<file path="src/rtl/reg_file_mp.sv">
// Multi-read-port register file with pending scoreboard, NZP condition codes and a clear sweep.
// Optional read-during-write forwarding is enabled by defining REGF_BYPASS_EN.
module reg_file_mp #(
    parameter int WIDTH    = 16,
    parameter int NUM_REGS = 8,
    parameter int NUM_RD   = 2,
    localparam int AW      = $clog2(NUM_REGS)
) (
    input  logic                    clk_i,
    input  logic                    rst_i,
    input  logic [NUM_RD*AW-1:0]    rd_addr_i,
    output logic [NUM_RD*WIDTH-1:0] rd_data_o,
    input  logic                    wr_en_i,
    input  logic [AW-1:0]           wr_addr_i,
    input  logic [WIDTH-1:0]        wr_data_i,
    input  logic                    setcc_i,
    output logic [2:0]              cc_nzp_o,
    input  logic                    claim_en_i,
    input  logic [AW-1:0]           claim_addr_i,
    output logic [NUM_REGS-1:0]     pend_o,
    input  logic                    clr_req_i,
    output logic                    clr_busy_o,
    output logic                    clr_done_o
);

    localparam logic [1:0] S_IDLE  = 2'd0;
    localparam logic [1:0] S_SWEEP = 2'd1;
    localparam logic [1:0] S_DONE  = 2'd2;

    logic [WIDTH-1:0]    regs_q [NUM_REGS];
    logic [1:0]          state_q, state_d;
    logic [AW-1:0]       idx_q, idx_d;
    logic [2:0]          cc_q, cc_d;
    logic [NUM_REGS-1:0] pend_q, pend_d;

    // Single write port shared by external writes (IDLE) and the sweep (SWEEP).
    logic                wr_act;
    logic [AW-1:0]       wr_a;
    logic [WIDTH-1:0]    wr_v;

    function automatic logic [2:0] nzp_f(input logic [WIDTH-1:0] d);
        return {d[WIDTH-1], d == '0, !d[WIDTH-1] && (d != '0)};
    endfunction

    always_comb begin
        state_d = state_q;
        idx_d   = idx_q;
        cc_d    = cc_q;
        pend_d  = pend_q;
        wr_act  = 1'b0;
        wr_a    = '0;
        wr_v    = '0;
        case (state_q)
            S_IDLE: begin
                if (wr_en_i) begin
                    wr_act            = 1'b1;
                    wr_a              = wr_addr_i;
                    wr_v              = wr_data_i;
                    pend_d[wr_addr_i] = 1'b0;
                    if (setcc_i) cc_d = nzp_f(wr_data_i);
                end
                // Claim is applied after the write clear so a same-register claim wins.
                if (claim_en_i) pend_d[claim_addr_i] = 1'b1;
                if (clr_req_i) begin
                    state_d = S_SWEEP;
                    idx_d   = '0;
                    pend_d  = '0;
                end
            end
            S_SWEEP: begin
                wr_act = 1'b1;
                wr_a   = idx_q;
                wr_v   = '0;
                if (idx_q == AW'(NUM_REGS - 1)) state_d = S_DONE;
                else                            idx_d   = idx_q + AW'(1);
            end
            S_DONE:  state_d = S_IDLE;
            default: state_d = S_IDLE;
        endcase
    end

    always_ff @(posedge clk_i) begin
        if (rst_i) begin
            state_q <= S_IDLE;
            idx_q   <= '0;
            cc_q    <= 3'b010;
            pend_q  <= '0;
            for (int k = 0; k < NUM_REGS; k++) regs_q[k] <= '0;
        end else begin
            state_q <= state_d;
            idx_q   <= idx_d;
            cc_q    <= cc_d;
            pend_q  <= pend_d;
            if (wr_act) regs_q[wr_a] <= wr_v;
        end
    end

    for (genvar g = 0; g < NUM_RD; g++) begin : g_rd
        logic [AW-1:0] ra;
        assign ra = rd_addr_i[g*AW +: AW];
`ifdef REGF_BYPASS_EN
        assign rd_data_o[g*WIDTH +: WIDTH] = (wr_act && (wr_a == ra)) ? wr_v : regs_q[ra];
`else
        assign rd_data_o[g*WIDTH +: WIDTH] = regs_q[ra];
`endif
    end

    assign cc_nzp_o   = cc_q;
    assign pend_o     = pend_q;
    assign clr_busy_o = (state_q == S_SWEEP);
    assign clr_done_o = (state_q == S_DONE);

endmodule
</file>
<file path="config.mk">
export PLATFORM = sky130hd
export DESIGN_NAME = reg_file_mp
export DESIGN_NICKNAME = d
export VERILOG_FILES = /design/src/rtl/reg_file_mp.sv
export SDC_FILE = /design/constraint.sdc
export NUM_CORES = 1
export LEC_CHECK = 0
export BUFFER_PORTS_ARGS = -buffer_cell sky130_fd_sc_hd__buf_4
export CORE_MARGIN = 2
export CORE_UTILIZATION = 49
export CTS_BUF_LIST = sky130_fd_sc_hd__clkbuf_8 sky130_fd_sc_hd__clkbuf_16
export CTS_CLUSTER_SIZE = 40
export DETAILED_ROUTE_END_ITERATION = 6
export GPL_ROUTABILITY_DRIVEN = 1
export PLACE_DENSITY = 0.69
export SLEW_MARGIN = 40
export SYNTH_ARGS = -nofsm -noshare
export SYNTH_HDL_FRONTEND = slang
export SYNTH_SLANG_ARGS = --single-unit
</file>
<file path="constraint.sdc">
create_clock -name clk_i -period 4.55 [get_ports clk_i]
set_input_delay 0.2275 -clock clk_i [delete_from_list [all_inputs] [get_ports clk_i]]
set_output_delay 0.2275 -clock clk_i [all_outputs]
set_load 0.02 [all_outputs]
</file>
Yosys cells after proc, flatten, opt, wreduce, memory -nomap -nowiden
Memories as Yosys holds them, arrays and structs flattened.
Index checks and enable logic that the tools add are counted.
{"block": "op_classes", "bitwise_logic": 3, "order_cmp": 4, "n_mux": 28, "n_reduce_logical": 12, "eq_ne": 6, "n_addsub": 1}
{"cell": "$mux 16", "count": 3}
{"cell": "$mux 8", "count": 4}
{"cell": "$logic_not 16->1", "count": 1}
{"cell": "$reduce_bool 16->1", "count": 1}
{"cell": "$reduce_or 16->1", "count": 1}
{"cell": "$mux 3", "count": 4}
{"cell": "$pmux 3 s2", "count": 2}
{"cell": "$mux 1", "count": 9}
{"cell": "$and 8x8->8", "count": 1}
{"cell": "$lt 3x4->1 const B", "count": 2}
{"cell": "$not 8->8", "count": 1}
{"cell": "$or 8x8->8", "count": 1}
{"cell": "$demux 1 s3", "count": 2}
{"cell": "$ge 3x1->1 const B", "count": 2}
{"cell": "$reduce_and 3->1", "count": 2}
{"cell": "$mux 2", "count": 2}
{"cell": "$ne 2x2->1 const B", "count": 2}
{"cell": "$pmux 2 s2", "count": 1}
{"cell": "$add 3x1->3 const B", "count": 1}
{"cell": "$eq 3x3->1 const B", "count": 1}
{"cell": "$logic_and 1x1->1", "count": 3}
{"cell": "$eq 2x1->1 const B", "count": 1}
{"cell": "$eq 2x2->1 const B", "count": 1}
{"cell": "$logic_not 2->1", "count": 1}
{"cell": "other kinds (5)", "count": 5}
{"block": "totals", "output_inout_bits": 45, "ff_bits": 16, "mem_count": 1, "wordCells": 59, "mem_bits_rw": 128, "in_bits": 34}
{"name": "regs_q", "depth": 8, "word_bits": 16, "read_ports": 2, "rd_ports_with_merged_regs": 0, "wr": 8, "line": "30", "source": "logic [WIDTH-1:0] regs_q [NUM_REGS];"}

Longest topological paths before layout
{"block": "depth", "word_depth": 11, "ltp_mapped": 6, "depth_no_buf": 5}

Least setup slack after synthesis
Ideal clock, no wire load.
{"block": "synth_timing", "path_kind": "register -> register", "start": "register state_q[0]", "end": "memory regs_q[6][0] (enable)", "setup_time_ps": 414, "arrival_ps": 2197, "path_slack_ps": 1939, "synth_period_minus_slack_ps": 2611, "path_stages_with_launch": 6, "cell_sequence": "dfxtp_1 > buf_2 > buf_2 > nand2_1 > o21a_1 > o31ai_1"}
{"element": "start, declared", "line": "31", "source": "logic [1:0] state_q, state_d;"}
{"element": "start signal, assigned", "line": "90", "source": "state_q <= state_d;"}
{"element": "end, declared", "line": "30"}

==> impl_results.md <==
* Syn Area/Cell at around 14 µm²
* Async SR Flop Fraction at 0%
* Number of placement rows at 45
* # fillers at 1,217
* Bufs and invs on worst path at 1
* ANT nets after route at 0
* Clock buffer depth at 2
* Final worst path period need at 2.48 ns
* Crit path capture type: flop
* Vias in the first global route at between 5,000 and 6,000
* CP peak stage delay at between 0.7 and 0.8 ns
* Root buf cell: clkbuf_16
* Final setup vio count at 0
* Final #Nets at about 660
* Critical path cell sequence: nand3b_1, o211ai_4, o21ai_2, buf_4
* Post-synth EDFFs at about 130
* Overall power at roughly 3.5 mW
* CTS H-tree lvls at 4
* Top cell type's share of synthesized area at roughly 50%
* Share of post-route cells with drive strength above 1 at 37.4%
* Slew headroom at 48.8%
* Post-synth top area cell: edfxtp_1
* Post-route DRC at 0
* Status: completed
* Post-CTS setup buffer count at 0
* Slew Viols, Final at 0
* CP Data Arrival Time at 2.62 ns
* Initial core utilization at 50.3%
* HPWL Detailed at around 13 mm
* Crit-path slowest cell: dfxtp_2
* Die width at about 130 µm
* Hold Crit Class: in -> reg
* Number of I/O pins at roughly 80
* RSZ-0062 raised after global routing: no
* Fin. Hold Viols at 0
* Via Count at between 5,000 and 6,000
* Area growth syn-to-layout at 18.6%
* CTS tree: done
* Flop and latch count out of synthesis at 144
* Worst Skew at about 0.0064 ns
* Slew @ Worst Pin at around 0.76 ns
* Later-pin clock latency in the skew report at approximately 0.43 ns
* Pwr per Cell Area at between 300 and 400 nW/µm²
* Max-cap viol count at 0
* Number of distinct library cells after synthesis at between 40 and 50
* Vias per cell at 6.33
* Initial antenna violation count at 0
* Achievable Freq at just over 400 MHz
* Placed Area at about 8500 µm²
* Post-CTS sizing at 0
* Total number of yosys warnings at 0
* Critical path type: reg -> reg
* Drt pass-1 iters at 5
* Setup TNS at 0 ns
* Post-Syn Nets at 589
* Predominant post-synthesis flop cell: edfxtp_1
* Sink Count at about 140
* Hold-fix buffers at CTS at 0
* Ant diodes at 0
* Synthesized instance count at around 550
* Die area at between 15,000 and 20,000 µm²
* Area contributors post-synth: edfxtp_1, mux4_2, nor2_1
* TritonCTS Buffers at 17
* Gpl congestion at 0.818
* Worst-path maximum fanout at 30
* WL per Instance at 23.8 µm
* Global route overflow at 0
* Synth Cell Area at 7710 µm²
* Leakage at 3.27 nW
* Core ar. at about 15,000 µm²
* First-pass GRT wire length at between 30 and 40 mm
* Reg clk slew, reported paths at roughly 0.06 ns
* Hold Slack at roughly 0.084 ns
* Design area at roughly 9100 µm²
* Crit path max-delay family: compound AO/OA/AOI/OAI gates
* Fin crit share at a little over half
* Initial DRC count at between 500 and 600
* Drt total wl at between 20 and 25 mm
* Overall Global Routing Usage at between 20% and 30%
* Die Height at 129 µm
* CP Data Required Time at between 4 and 5 ns
* Peak supply drop at roughly 0.28 mV
* Buffers on Ports at 78
* Startpoint types: flop
* Pin count of the biggest net entering global routing at 33
* Seq/Total Area, Yosys at between 50% and 60%
==> layer usage <==
layer	wire (µm)	part of all wire, %	track usage [%]	vias up
met4	595	3.0	10.5	0
li1	-	-	-	2305
met5	0	0	0	-
met1	7600	38	32.2	2722
met2	10300	51	42.4	276
met3	1610	8.0	6.52	41
==> state kept, by name, summed over array words and instances (netlist names) <==
register,flops
state_q,2
pend_o,8
idx_q,3
cc_nzp_o,3
regs_q,128
==> report_power, final <==
group / switching, mW / internal [mW] / total, mW
logic: 0.264 / 0.213 / 0.477
clock network: 0.543 / 0.969 / 1.51
registers: 0.0415 / 1.50 / 1.54
==> per-stage QoR <==
| stage | std cells | worst slack [ns] | utilization (%) |
|---|---|---|---|
| floorplan | 553 | 1.94 | - |
| global placement | 810 | 1.43 | 54.9 |
| detailed placement | 812 | 1.60 | 55.3 |
| CTS | 844 | 1.55 | 59.5 |
| global route | 844 | 1.90 | 59.7 |
| finish | 844 | 2.07 | 59.7 |
==> placed cells by master (no fill, tap or decap), types with 2 or more instances in the layout <==
cell type / synthesis / final
and4bb_2: 2 / 2
clkbuf_16: 0 / 17
o21ai_1: 11 / 13
a21oi_1: 6 / 6
mux4_2: 64 / 64
o31ai_1: 6 / 3
ha_1: 2 / 2
buf_4: 6 / 89
o31ai_2: 0 / 3
bufinv_16: 0 / 5
a32o_1: 5 / 5
o211ai_4: 0 / 3
and3_1: 3 / 3
a22o_1: 4 / 4
nor4b_1: 2 / 2
nor2b_1: 4 / 4
and3b_1: 5 / 5
nand2_1: 38 / 37
and2_1: 2 / 2
nor3_1: 33 / 33
nor2_1: 102 / 102
and4b_1: 4 / 4
edfxtp_1: 128 / 128
mux2_2: 32 / 32
nand3_1: 2 / 2
clkinv_1: 1 / 3
nand4bb_1: 3 / 3
o21ai_4: 0 / 3
clkinv_4: 0 / 4
o21ai_0: 6 / 2
dfxtp_1: 16 / 15
nor4_1: 6 / 6
nor4bb_1: 4 / 3
==> logic make-up (layout without fill, tap and decap cells) <==
family	after synthesis	count (layout)	share of synthesized area, %
multiplexers	96	96	23.4
adder cells (fa/ha/maj)	2	2	0.325
buffers and inverters	44	124	3.42
AND/OR/NAND/NOR	219	219	14.0
AO/OA/AOI/OAI	48	48	4.82
flip-flops	144	144	54.0
==> synthesized netlist by cell type, types with 3 or more instances <==
| library cell | instances |
|---|---|
| dfxtp_1 | 16 |
| o21ai_0 | 6 |
| a22o_1 | 4 |
| nor2b_1 | 4 |
| clkbuf_1 | 10 |
| buf_1 | 6 |
| o211ai_2 | 3 |
| mux4_2 | 64 |
| a32o_1 | 5 |
| buf_6 | 8 |
| nor2_1 | 102 |
| nor4_1 | 6 |
| o21ai_1 | 11 |
| o31ai_1 | 6 |
| nand4bb_1 | 3 |
| buf_4 | 6 |
| and4b_1 | 4 |
| buf_2 | 13 |
| edfxtp_1 | 128 |
| a21oi_1 | 6 |
| nand2_1 | 38 |
| and3_1 | 3 |
| nor3_1 | 33 |
| mux2_2 | 32 |
| nor4bb_1 | 4 |
| and3b_1 | 5 |
==> cell type report <==
type | count | area, µm² | area share (%)
clock buffers | 17 | 425 | 4.65
clock inverters | 15 | 218 | 2.38
inverters | 1 | 3.75 | 0.0411
multi-input cells | 365 | 3370 | 36.9
flip-flops and latches | 144 | 4170 | 45.6
well taps | 211 | 264 | 2.89
repair buffers | 91 | 694 | 7.60
==> path summary, 6_finish.rpt <==
check	startpoint	endpoint	slack, ns	depth (start not counted)
min	claim_addr_i[1]	pend_o[2]	0.08	2
max	state_q[0]	regs_q[3][1]	2.07	4
max reg2reg	state_q[0]	regs_q[3][1]	2.07	4
min reg2reg	pend_o[2]	pend_o[2]	0.48	1
Power figures use the tool's default switching activity.
